## src/rtl/mmio_region_router.sv

```systemverilog
// Routes host MMIO reads/writes by word index to one of NUM_REGIONS targets, rebasing the index per region.
// Latency: dev req appears 2 cycles after host req is presented; host ack 2 cycles after dev ack.
// Backpressure: host holds req until ack; targets stall via ack; TIMEOUT_CYCLES bounds each wait.
module mmio_region_router #(
  parameter int unsigned NUM_REGIONS    = 5,
  parameter int unsigned INDEX_WIDTH    = 32,
  parameter int unsigned DATA_WIDTH     = 32,
  parameter logic [NUM_REGIONS*INDEX_WIDTH-1:0] REGION_BASES =
    {INDEX_WIDTH'(1312), INDEX_WIDTH'(288), INDEX_WIDTH'(32), INDEX_WIDTH'(16), INDEX_WIDTH'(0)},
  parameter logic [NUM_REGIONS*INDEX_WIDTH-1:0] REGION_BOUNDS =
    {INDEX_WIDTH'(5408), INDEX_WIDTH'(1312), INDEX_WIDTH'(288), INDEX_WIDTH'(32), INDEX_WIDTH'(16)},
  parameter int unsigned TIMEOUT_CYCLES = 255
) (
  input  logic                              clock,
  input  logic                              reset,
  input  logic                              host_read_req,
  input  logic [INDEX_WIDTH-1:0]            host_read_index,
  output logic                              host_read_ack,
  output logic [DATA_WIDTH-1:0]             host_read_data,
  input  logic                              host_write_req,
  input  logic [INDEX_WIDTH-1:0]            host_write_index,
  input  logic [DATA_WIDTH-1:0]             host_write_data,
  output logic                              host_write_ack,
  output logic [NUM_REGIONS-1:0]            dev_read_req,
  output logic [NUM_REGIONS*INDEX_WIDTH-1:0] dev_read_index,
  input  logic [NUM_REGIONS-1:0]            dev_read_ack,
  input  logic [NUM_REGIONS*DATA_WIDTH-1:0] dev_read_data,
  output logic [NUM_REGIONS-1:0]            dev_write_req,
  output logic [NUM_REGIONS*INDEX_WIDTH-1:0] dev_write_index,
  output logic [NUM_REGIONS*DATA_WIDTH-1:0] dev_write_data,
  input  logic [NUM_REGIONS-1:0]            dev_write_ack,
  output logic [15:0]                       error_count
);

  // Last ISSUE cycle (counted while the dev req is visible) before giving up on the target.
  localparam logic [15:0] TO_LAST = 16'(TIMEOUT_CYCLES - 1);

  typedef enum logic [1:0] {
    ST_IDLE    = 2'd0,
    ST_ISSUE   = 2'd1,
    ST_RESPOND = 2'd2,
    ST_RELEASE = 2'd3
  } state_t;

  // One-hot region match; the lowest matching region wins when ranges overlap.
  function automatic logic [NUM_REGIONS-1:0] region_decode(input logic [INDEX_WIDTH-1:0] idx);
    logic [NUM_REGIONS-1:0] oh;
    logic                   found;
    oh    = '0;
    found = 1'b0;
    for (int r = 0; r < NUM_REGIONS; r++) begin
      if (!found &&
          idx >= REGION_BASES[r*INDEX_WIDTH +: INDEX_WIDTH] &&
          idx <  REGION_BOUNDS[r*INDEX_WIDTH +: INDEX_WIDTH]) begin
        oh[r] = 1'b1;
        found = 1'b1;
      end
    end
    return oh;
  endfunction

  // Base index of the region selected by a one-hot vector (0 when none).
  function automatic logic [INDEX_WIDTH-1:0] region_base(input logic [NUM_REGIONS-1:0] oh);
    logic [INDEX_WIDTH-1:0] b;
    b = '0;
    for (int r = 0; r < NUM_REGIONS; r++) begin
      if (oh[r]) b = b | REGION_BASES[r*INDEX_WIDTH +: INDEX_WIDTH];
    end
    return b;
  endfunction

  // ---------------- read channel state ----------------
  state_t                 rd_state_q, rd_state_d;
  logic [NUM_REGIONS-1:0] rd_sel_q, rd_sel_d;
  logic [INDEX_WIDTH-1:0] rd_idx_q, rd_idx_d;
  logic [DATA_WIDTH-1:0]  rd_data_q, rd_data_d;
  logic [NUM_REGIONS-1:0] rd_dev_req_q, rd_dev_req_d;
  logic [15:0]            rd_cnt_q, rd_cnt_d;
  logic                   rd_ack_q, rd_ack_d;
  logic                   rd_err;
  logic                   rd_hit;
  logic                   rd_expire;
  logic [NUM_REGIONS-1:0] rd_dec;
  logic [DATA_WIDTH-1:0]  rd_sel_data;

  // ---------------- write channel state ----------------
  state_t                 wr_state_q, wr_state_d;
  logic [NUM_REGIONS-1:0] wr_sel_q, wr_sel_d;
  logic [INDEX_WIDTH-1:0] wr_idx_q, wr_idx_d;
  logic [DATA_WIDTH-1:0]  wr_data_q, wr_data_d;
  logic [NUM_REGIONS-1:0] wr_dev_req_q, wr_dev_req_d;
  logic [15:0]            wr_cnt_q, wr_cnt_d;
  logic                   wr_ack_q, wr_ack_d;
  logic                   wr_err;
  logic                   wr_hit;
  logic                   wr_expire;
  logic [NUM_REGIONS-1:0] wr_dec;

  logic [15:0] err_q, err_d;
  logic [16:0] err_sum;

  assign rd_dec = region_decode(host_read_index);
  assign wr_dec = region_decode(host_write_index);

  // An ack only counts from the target currently being driven, so stray or late acks are dropped.
  assign rd_hit    = |(dev_read_ack & rd_dev_req_q);
  assign wr_hit    = |(dev_write_ack & wr_dev_req_q);
  assign rd_expire = (|rd_dev_req_q) && (rd_cnt_q == TO_LAST);
  assign wr_expire = (|wr_dev_req_q) && (wr_cnt_q == TO_LAST);

  // Pick the read data of the selected target.
  always_comb begin
    rd_sel_data = '0;
    for (int r = 0; r < NUM_REGIONS; r++) begin
      if (rd_sel_q[r]) rd_sel_data = rd_sel_data | dev_read_data[r*DATA_WIDTH +: DATA_WIDTH];
    end
  end

  // Read FSM next state: decode, issue, wait for ack or timeout, respond, wait for req release.
  always_comb begin
    rd_state_d   = rd_state_q;
    rd_sel_d     = rd_sel_q;
    rd_idx_d     = rd_idx_q;
    rd_data_d    = rd_data_q;
    rd_cnt_d     = rd_cnt_q;
    rd_dev_req_d = '0;
    rd_ack_d     = 1'b0;
    rd_err       = 1'b0;
    case (rd_state_q)
      ST_IDLE: begin
        if (host_read_req) begin
          rd_cnt_d = '0;
          if (|rd_dec) begin
            rd_sel_d   = rd_dec;
            rd_idx_d   = host_read_index - region_base(rd_dec);
            rd_state_d = ST_ISSUE;
          end else begin
            rd_data_d  = '0;
            rd_err     = 1'b1;
            rd_state_d = ST_RESPOND;
          end
        end
      end
      ST_ISSUE: begin
        if (rd_hit) begin
          rd_data_d  = rd_sel_data;
          rd_state_d = ST_RESPOND;
        end else if (rd_expire) begin
          rd_data_d  = '0;
          rd_err     = 1'b1;
          rd_state_d = ST_RESPOND;
        end else begin
          rd_dev_req_d = rd_sel_q;
          if (|rd_dev_req_q) rd_cnt_d = rd_cnt_q + 16'd1;
        end
      end
      ST_RESPOND: begin
        rd_ack_d   = 1'b1;
        rd_state_d = ST_RELEASE;
      end
      ST_RELEASE: begin
        if (!host_read_req) rd_state_d = ST_IDLE;
      end
      default: rd_state_d = ST_IDLE;
    endcase
  end

  // Write FSM next state: same sequence as reads, with the write data latched at decode.
  always_comb begin
    wr_state_d   = wr_state_q;
    wr_sel_d     = wr_sel_q;
    wr_idx_d     = wr_idx_q;
    wr_data_d    = wr_data_q;
    wr_cnt_d     = wr_cnt_q;
    wr_dev_req_d = '0;
    wr_ack_d     = 1'b0;
    wr_err       = 1'b0;
    case (wr_state_q)
      ST_IDLE: begin
        if (host_write_req) begin
          wr_cnt_d = '0;
          if (|wr_dec) begin
            wr_sel_d   = wr_dec;
            wr_idx_d   = host_write_index - region_base(wr_dec);
            wr_data_d  = host_write_data;
            wr_state_d = ST_ISSUE;
          end else begin
            wr_err     = 1'b1;
            wr_state_d = ST_RESPOND;
          end
        end
      end
      ST_ISSUE: begin
        if (wr_hit) begin
          wr_state_d = ST_RESPOND;
        end else if (wr_expire) begin
          wr_err     = 1'b1;
          wr_state_d = ST_RESPOND;
        end else begin
          wr_dev_req_d = wr_sel_q;
          if (|wr_dev_req_q) wr_cnt_d = wr_cnt_q + 16'd1;
        end
      end
      ST_RESPOND: begin
        wr_ack_d   = 1'b1;
        wr_state_d = ST_RELEASE;
      end
      ST_RELEASE: begin
        if (!host_write_req) wr_state_d = ST_IDLE;
      end
      default: wr_state_d = ST_IDLE;
    endcase
  end

  // Errors from both channels in one cycle add together; the counter sticks at all-ones.
  always_comb begin
    err_sum = 17'(err_q) + 17'(rd_err) + 17'(wr_err);
    err_d   = err_sum[16] ? 16'hFFFF : err_sum[15:0];
  end

  // State registers for both channels and the error counter; reset abandons any transaction.
  always_ff @(posedge clock) begin
    if (reset) begin
      rd_state_q   <= ST_IDLE;
      rd_sel_q     <= '0;
      rd_idx_q     <= '0;
      rd_data_q    <= '0;
      rd_dev_req_q <= '0;
      rd_cnt_q     <= '0;
      rd_ack_q     <= 1'b0;
      wr_state_q   <= ST_IDLE;
      wr_sel_q     <= '0;
      wr_idx_q     <= '0;
      wr_data_q    <= '0;
      wr_dev_req_q <= '0;
      wr_cnt_q     <= '0;
      wr_ack_q     <= 1'b0;
      err_q        <= '0;
    end else begin
      rd_state_q   <= rd_state_d;
      rd_sel_q     <= rd_sel_d;
      rd_idx_q     <= rd_idx_d;
      rd_data_q    <= rd_data_d;
      rd_dev_req_q <= rd_dev_req_d;
      rd_cnt_q     <= rd_cnt_d;
      rd_ack_q     <= rd_ack_d;
      wr_state_q   <= wr_state_d;
      wr_sel_q     <= wr_sel_d;
      wr_idx_q     <= wr_idx_d;
      wr_data_q    <= wr_data_d;
      wr_dev_req_q <= wr_dev_req_d;
      wr_cnt_q     <= wr_cnt_d;
      wr_ack_q     <= wr_ack_d;
      err_q        <= err_d;
    end
  end

  // Only the target being requested sees a non-zero index/data.
  for (genvar r = 0; r < NUM_REGIONS; r++) begin : g_dev
    assign dev_read_index[r*INDEX_WIDTH +: INDEX_WIDTH]  = rd_dev_req_q[r] ? rd_idx_q  : '0;
    assign dev_write_index[r*INDEX_WIDTH +: INDEX_WIDTH] = wr_dev_req_q[r] ? wr_idx_q  : '0;
    assign dev_write_data[r*DATA_WIDTH +: DATA_WIDTH]    = wr_dev_req_q[r] ? wr_data_q : '0;
  end

  assign dev_read_req   = rd_dev_req_q;
  assign dev_write_req  = wr_dev_req_q;
  assign host_read_ack  = rd_ack_q;
  assign host_read_data = rd_ack_q ? rd_data_q : '0;
  assign host_write_ack = wr_ack_q;
  assign error_count    = err_q;

endmodule

```

## config.mk

```make
export PLATFORM = sky130hd
export DESIGN_NAME = mmio_region_router
export DESIGN_NICKNAME = d
export VERILOG_FILES = /design/src/rtl/mmio_region_router.sv
export SDC_FILE = /design/constraint.sdc
export NUM_CORES = 1
export LEC_CHECK = 0
export CORE_AREA = 2 2 318 320
export DETAILED_ROUTE_END_ITERATION = 8
export DIE_AREA = 0 0 320 322
export PLACE_DENSITY = 0.4
export SLEW_MARGIN = 25
export SYNTH_ARGS = -nofsm -noshare
export SYNTH_HDL_FRONTEND = slang
export SYNTH_SLANG_ARGS = --single-unit
```

## constraint.sdc

```tcl
create_clock -name clock -period 4.4 [get_ports clock]
set_clock_uncertainty 0.2 [all_clocks]
set_input_delay 0.66 -clock clock [delete_from_list [all_inputs] [get_ports clock]]
set_output_delay 0.66 -clock clock [all_outputs]
set_load 0.05 [all_outputs]
```

* Word level (Yosys, flattened, before mapping)
Cells that the tools add are included. Widths: inputs -> output; s select.
Cells by class: $add $sub $neg 6, order comparisons 20, eq/ne operators 21, muxes and demuxes 91, bitwise operators 8, reductions and logical operators 47
Operators by type and width (number):
- $mux 32 | 31
- $mux 16 | 9
- $or 32x32->32 | 4
- $ge 32x1->1 const B | 2
- $ge 32x11->1 const B | 2
- $ge 32x5->1 const B | 2
- $ge 32x6->1 const B | 2
- $ge 32x9->1 const B | 2
- $lt 32x11->1 const B | 2
- $lt 32x13->1 const B | 2
- $lt 32x5->1 const B | 2
- $lt 32x6->1 const B | 2
- $lt 32x9->1 const B | 2
- $pmux 16 s2 | 2
- $pmux 32 s2 | 1
- $sub 32x32->32 | 2
- $add 16x1->16 const B | 2
- $eq 16x8->1 const B | 2
- $reduce_or 5->1 | 6
- $mux 1 | 26
- $mux 11 | 2
- $ne 2x2->1 const B | 11
- $logic_and 1x1->1 | 20
- $mux 2 | 10
- 19 further kinds | 45
Storage, ports and cells: bits in registers 202, output and inout port bits 540

* Depth between registers and ports, before layout
depth in word-level cells 26, gate-level depth with buffers 15, gate-level depth less buffers 15

* Least setup slack after synthesis
No wires, ideal clock.
path kind input port to flip-flop, from input host_read_index[15], to register rd_idx_q[14], setup time 0.058 ns, arrival time 3.517 ns, setup slack 0.625 ns, stages 12, cell sequence or4_4 > nor4_1 > and2_1 > and3_1 > ha_1 > inv_1 > fa_1 > o21ai_0 > a31oi_1 > nor4_1 > o21a_1 > o21a_1
On the way: elaborated cells between the ends (all ways) 41, those cells by class 1 x add/sub; 10 x order compare; 15 x mux; 15 x reduce/logical
RTL lines:
- start, declared | line 17 | input logic [INDEX_WIDTH-1:0] host_read_index,
- $ge 32x1->1 or $lt 32x5->1 (tied branches) | line 53, 54
- $logic_and 1x1->1 | line 53 | idx >= REGION_BASES[r*INDEX_WIDTH +: INDEX_WIDTH] &&
- $mux 1 | line 52 | if (!found &&
- $logic_not 1->1 | line 52
- $logic_and 1x1->1 | line 52
- $logic_and 1x1->1 * | line 53
- $mux 1 * | line 52
- named net rd_dec[1] | line 83 | logic [NUM_REGIONS-1:0] rd_dec;
- $mux 5 | line 67 | if (oh[r]) b = b | REGION_BASES[r*INDEX_WIDTH +: INDEX_WIDTH];
- $mux 6 | line 67
- $mux 9 | line 67
- $mux 11 | line 67
- $mux 32 | line 133 | if (|rd_dec) begin
- $mux 32 | line 131 | if (host_read_req) begin
- $mux 32 | line 129 | case (rd_state_q)
- $sub 32x32->32 | line 135 | rd_idx_d = host_read_index - region_base(rd_dec);
- end signal, assigned | line 242 | rd_idx_q <= rd_idx_d;
- end, declared | line 75 | logic [INDEX_WIDTH-1:0] rd_idx_q, rd_idx_d;
The timed path passes the listed nets; every way through them passes the cells marked *. The select of a mux whose other input is x is not followed. A chain may end at the register's enable or synchronous reset.

* Worst setup path after layout
from input host_write_index[28], to register wr_idx_q[28]
On the way: elaborated cells between the ends (all ways) 41, those cells by class 1 x add/sub; 10 x order compare; 15 x mux; 15 x reduce/logical
RTL lines:
- start, declared | line 21 | input logic [INDEX_WIDTH-1:0] host_write_index,
- $ge 32x1->1 or $lt 32x5->1 (tied branches) | line 53, 54
- $logic_and 1x1->1 | line 53
- $mux 1 | line 52
- $logic_not 1->1 | line 52
- $logic_and 1x1->1 | line 52
- $logic_and 1x1->1 * | line 53
- $mux 1 * | line 52
- named net wr_dec[1] | line 97 | logic [NUM_REGIONS-1:0] wr_dec;
- $mux 5 | line 67
- $mux 6 | line 67
- $mux 9 | line 67
- $mux 11 | line 67
- $mux 32 | line 182 | if (|wr_dec) begin
- $mux 32 | line 180 | if (host_write_req) begin
- $mux 32 | line 178 | case (wr_state_q)
- $sub 32x32->32 | line 184 | wr_idx_d = host_write_index - region_base(wr_dec);
- end signal, assigned | line 249 | wr_idx_q <= wr_idx_d;
- end, declared | line 89 | logic [INDEX_WIDTH-1:0] wr_idx_q, wr_idx_d;
Marked as above.

==> flow_summary.toml <==
[status]
outcome = "finished, final reports clean"

[routing]
drt-total-wl_um = 71700
dr.pass1.iters = 6
drc = 0
ant_nets = 0
vias_per_cell = 3.91
drt_iter0_markers = 705
num_vias = 14700
wl_per_cell_um = 19.1

[sta]
worst_hold_slack_ns = 0.263
fin_setup_tns_ns = 0
drv_slew = 0
setup_slack_ns = 0.469
setup_violations = 0
fmax_mhz = 254
rsz0062_at_grt = "no"
min_period_ns = 3.93
worst_pin_slew_ns = 0.920
hold_violations = 0
relSlewSlack = 0.385
fin_crit_sh = 0.893

[global_route]
grt_use_total = 0.131
grt_pass1_vias = 14700
overflow = 0
grt_max_degree = 91
grt_antenna_before_repair = 21
grt_pass1_wl_um = 102000

[power_and_ir_drop]
ir_drop_v = 0.000253
totalPowerFinal_w = 0.00508
p_leak_nw = 8.28
p_per_area_nw_per_um2 = 217

[finish]
nets = 2720
syn_to_final_growth_pct = 84.8
fin_area_um2 = 23400
layout-drive-gt1-share = 0.0576

[placement]
preCtsSetupSlack_ns = -0.210
portBuffers = 809
gp_congestion = 0.769
dpl_cell_area_um2 = 22400
dp_hpwl_um = 56400

[yosys]
syn_nets = 1931
syn-cell-area_um2 = 12600
yosys_warnings = 0
syn_inst = 1637
ys.flop_type = "dfxtp_1"
synth-seq-cells = 202
synth_edf_count = 0
synth_cell_type_count = 66
async_flop_share = 0
synth_area_per_cell_um2 = 7.72
seq_area_frac_synth = 0.320

[hold_path]
hold_class = "in2reg"

[cts]
path_clk_slew_ns = 0.06
ctsHoldBuffers = 0
cts_setup_buffers = 0
htree_levels = 1
cts-buffers-inserted = 28
insertion_delay_ns = 0.57
cts_sinks = 202
cts-resized-gates = 0
cts_tree = "done"
cts_root_buf = "clkbuf_16"
clock_path_buffers = 3

[worst_setup_path]
critical_path_peak_fanout = 7
crit_required_ns = 4.69
worstPathArrival_ns = 4.22
setup.worst_path.end_class = "flop"
start_kind = "primary input"
path_class = "in2reg"

[floorplanning]
core_area_um2 = 99600
io_pins = 810
die_x_um = 320
die_area_um2 = 103000
die_h_um = 322
rows = 116
initial_utilization = 0.127

[run]
drv_cap = 0
-- cell usage after synthesis, drive strengths merged (2+ instances only) --
| library cell | instances | area share |
|---|---|---|
| and2 | 531 | 0.26 |
| dfxtp | 202 | 0.32 |
| nand2 | 187 | 0.056 |
| a21oi | 99 | 0.039 |
| clkbuf | 93 | 0.028 |
| nor2 | 90 | 0.027 |
| a22oi | 35 | 0.021 |
| a222oi | 33 | 0.026 |
| a22o | 32 | 0.022 |
| xor2 | 28 | 0.019 |
| buf | 26 | 0.015 |
| nand3 | 25 | 0.010 |
| nor3 | 24 | 0.011 |
| o21ai | 24 | 0.010 |
| inv | 22 | 0.0065 |
| ha | 21 | 0.021 |
| xnor2 | 18 | 0.012 |
| nand4 | 16 | 0.0091 |
| nor4 | 15 | 0.0074 |
| a211oi | 14 | 0.0093 |
| or3 | 11 | 0.0054 |
| and3 | 10 | 0.0049 |
| nor2b | 9 | 0.0045 |
| and4 | 8 | 0.0057 |
| nand2b | 8 | 0.0040 |
| o21a | 7 | 0.0042 |
| o211ai | 6 | 0.0036 |
| o31ai | 4 | 0.0024 |
| a2111oi | 3 | 0.0050 |
| fa | 3 | 0.0048 |
| nor3b | 3 | 0.0018 |
| or2 | 3 | 0.0015 |
| or4 | 3 | 0.0021 |
| a311oi | 2 | 0.0014 |
| a31oi | 2 | 0.00099 |
| o2111ai | 2 | 0.0014 |
| o21bai | 2 | 0.0021 |
-- logic make-up after synthesis --
kind of cell | after synthesis | synth area share
fa+ha+maj | 24 | 0.0255
mux | 1 | 0.000792
simple gates | 949 | 0.417
compound gates | 274 | 0.156
flops | 202 | 0.320
buf+inv | 141 | 0.0495
xor+xnor | 46 | 0.0319
-- area by class of cell --
cell class	instances	area, µm²
clock buffer	40	816
timing repair buffer	878	8670
antenna	7	17.5
sequential	202	4050
inverter	22	82.6
clock inverter	10	111
fill	10900	76200
tap	1298	1620
multi-input combinational	1294	7990
-- per-stage QoR --
step | std cells | util
floorplan | 1637 | -
global placement | 3694 | 0.225
detailed placement | 3694 | 0.225
CTS | 3744 | 0.234
global route | 3748 | 0.235
finish | 3751 | 0.235
-- flip-flops by register name, indices dropped and copies added (netlist names) --
| register | cells |
|---|---|
| dev_read_req | 5 |
| dev_write_req | 5 |
| error_count | 16 |
| host_read_ack | 1 |
| host_write_ack | 1 |
| rd_cnt_q | 16 |
| rd_data_q | 32 |
| rd_idx_q | 32 |
| rd_sel_q | 5 |
| rd_state_q | 2 |
| wr_cnt_q | 16 |
| wr_data_q | 32 |
| wr_idx_q | 32 |
| wr_sel_q | 5 |
| wr_state_q | 2 |
-- critical path, stage by stage --
cell and delay [ns]:
clkdlybuf4s50_1 0.40, nor4_1 0.27, and4_1 0.35, nand4_1 0.15, nor3_1 0.22, nand2_1 0.11
nor2_1 0.12, ha_1 0.17, inv_1 0.05, fa_1 0.38, o31ai_1 0.33, nand2_1 0.11
and2_1 0.19, nor4_1 0.19, buf_4 0.17, nand2_1 0.15, a21oi_1 0.19
-- final timing paths --
path | startpoint | to | slack [ns] | cells past startpoint
setup reg to reg | rd_cnt_q[8]$_SDFFE_PP0P_ | error_count[3]$_SDFF_PP0_ | 0.86 | 13
setup / recovery | host_write_index[28] | wr_idx_q[28]$_SDFFE_PP0P_ | 0.47 | 17
hold / removal | reset | rd_sel_q[4]$_SDFFE_PP0P_ | 0.26 | 2
hold reg to reg | rd_sel_q[4]$_SDFFE_PP0P_ | dev_read_req[4]$_SDFF_PP0_ | 0.27 | 1
-- metal layers --
layer	share of wire	track usage	up-vias	wire length, µm
li1	-	-	7109	-
met1	0.37	0.140	6866	26700
met2	0.55	0.263	591	39300
met3	0.056	0.0233	92	4040
met4	0.024	0.0339	0	1700
met5	0	0	-	0
-- cell usage in the layout (no fill, tap or decap), types with 9 or more instances in the layout --
| cell | n |
|---|---|
| a211oi_1 | 13 |
| and3_1 | 9 |
| nand3_1 | 23 |
| a22oi_1 | 35 |
| nor2b_1 | 9 |
| buf_4 | 65 |
| clkdlybuf4s50_1 | 808 |
| nor4_1 | 15 |
| dfxtp_1 | 197 |
| nand2_1 | 187 |
| xor2_1 | 28 |
| ha_1 | 21 |
| nor2_1 | 90 |
| or3_1 | 11 |
| o21ai_0 | 20 |
| and2_1 | 531 |
| a21oi_1 | 99 |
| xnor2_1 | 18 |
| a22o_1 | 32 |
| nand4_1 | 15 |
| clkbuf_16 | 28 |
| nor3_1 | 21 |
| inv_1 | 22 |
| a222oi_1 | 33 |
-- report_power, final --
group / switching [W] / leakage [nW] / internal (W)
clock: 0.000922 / 0.464 / 0.00139
combinational: 0.000467 / 6.19 / 0.000401
sequential: 0.0000287 / 1.63 / 0.00186
Power figures use the tool's default switching activity.
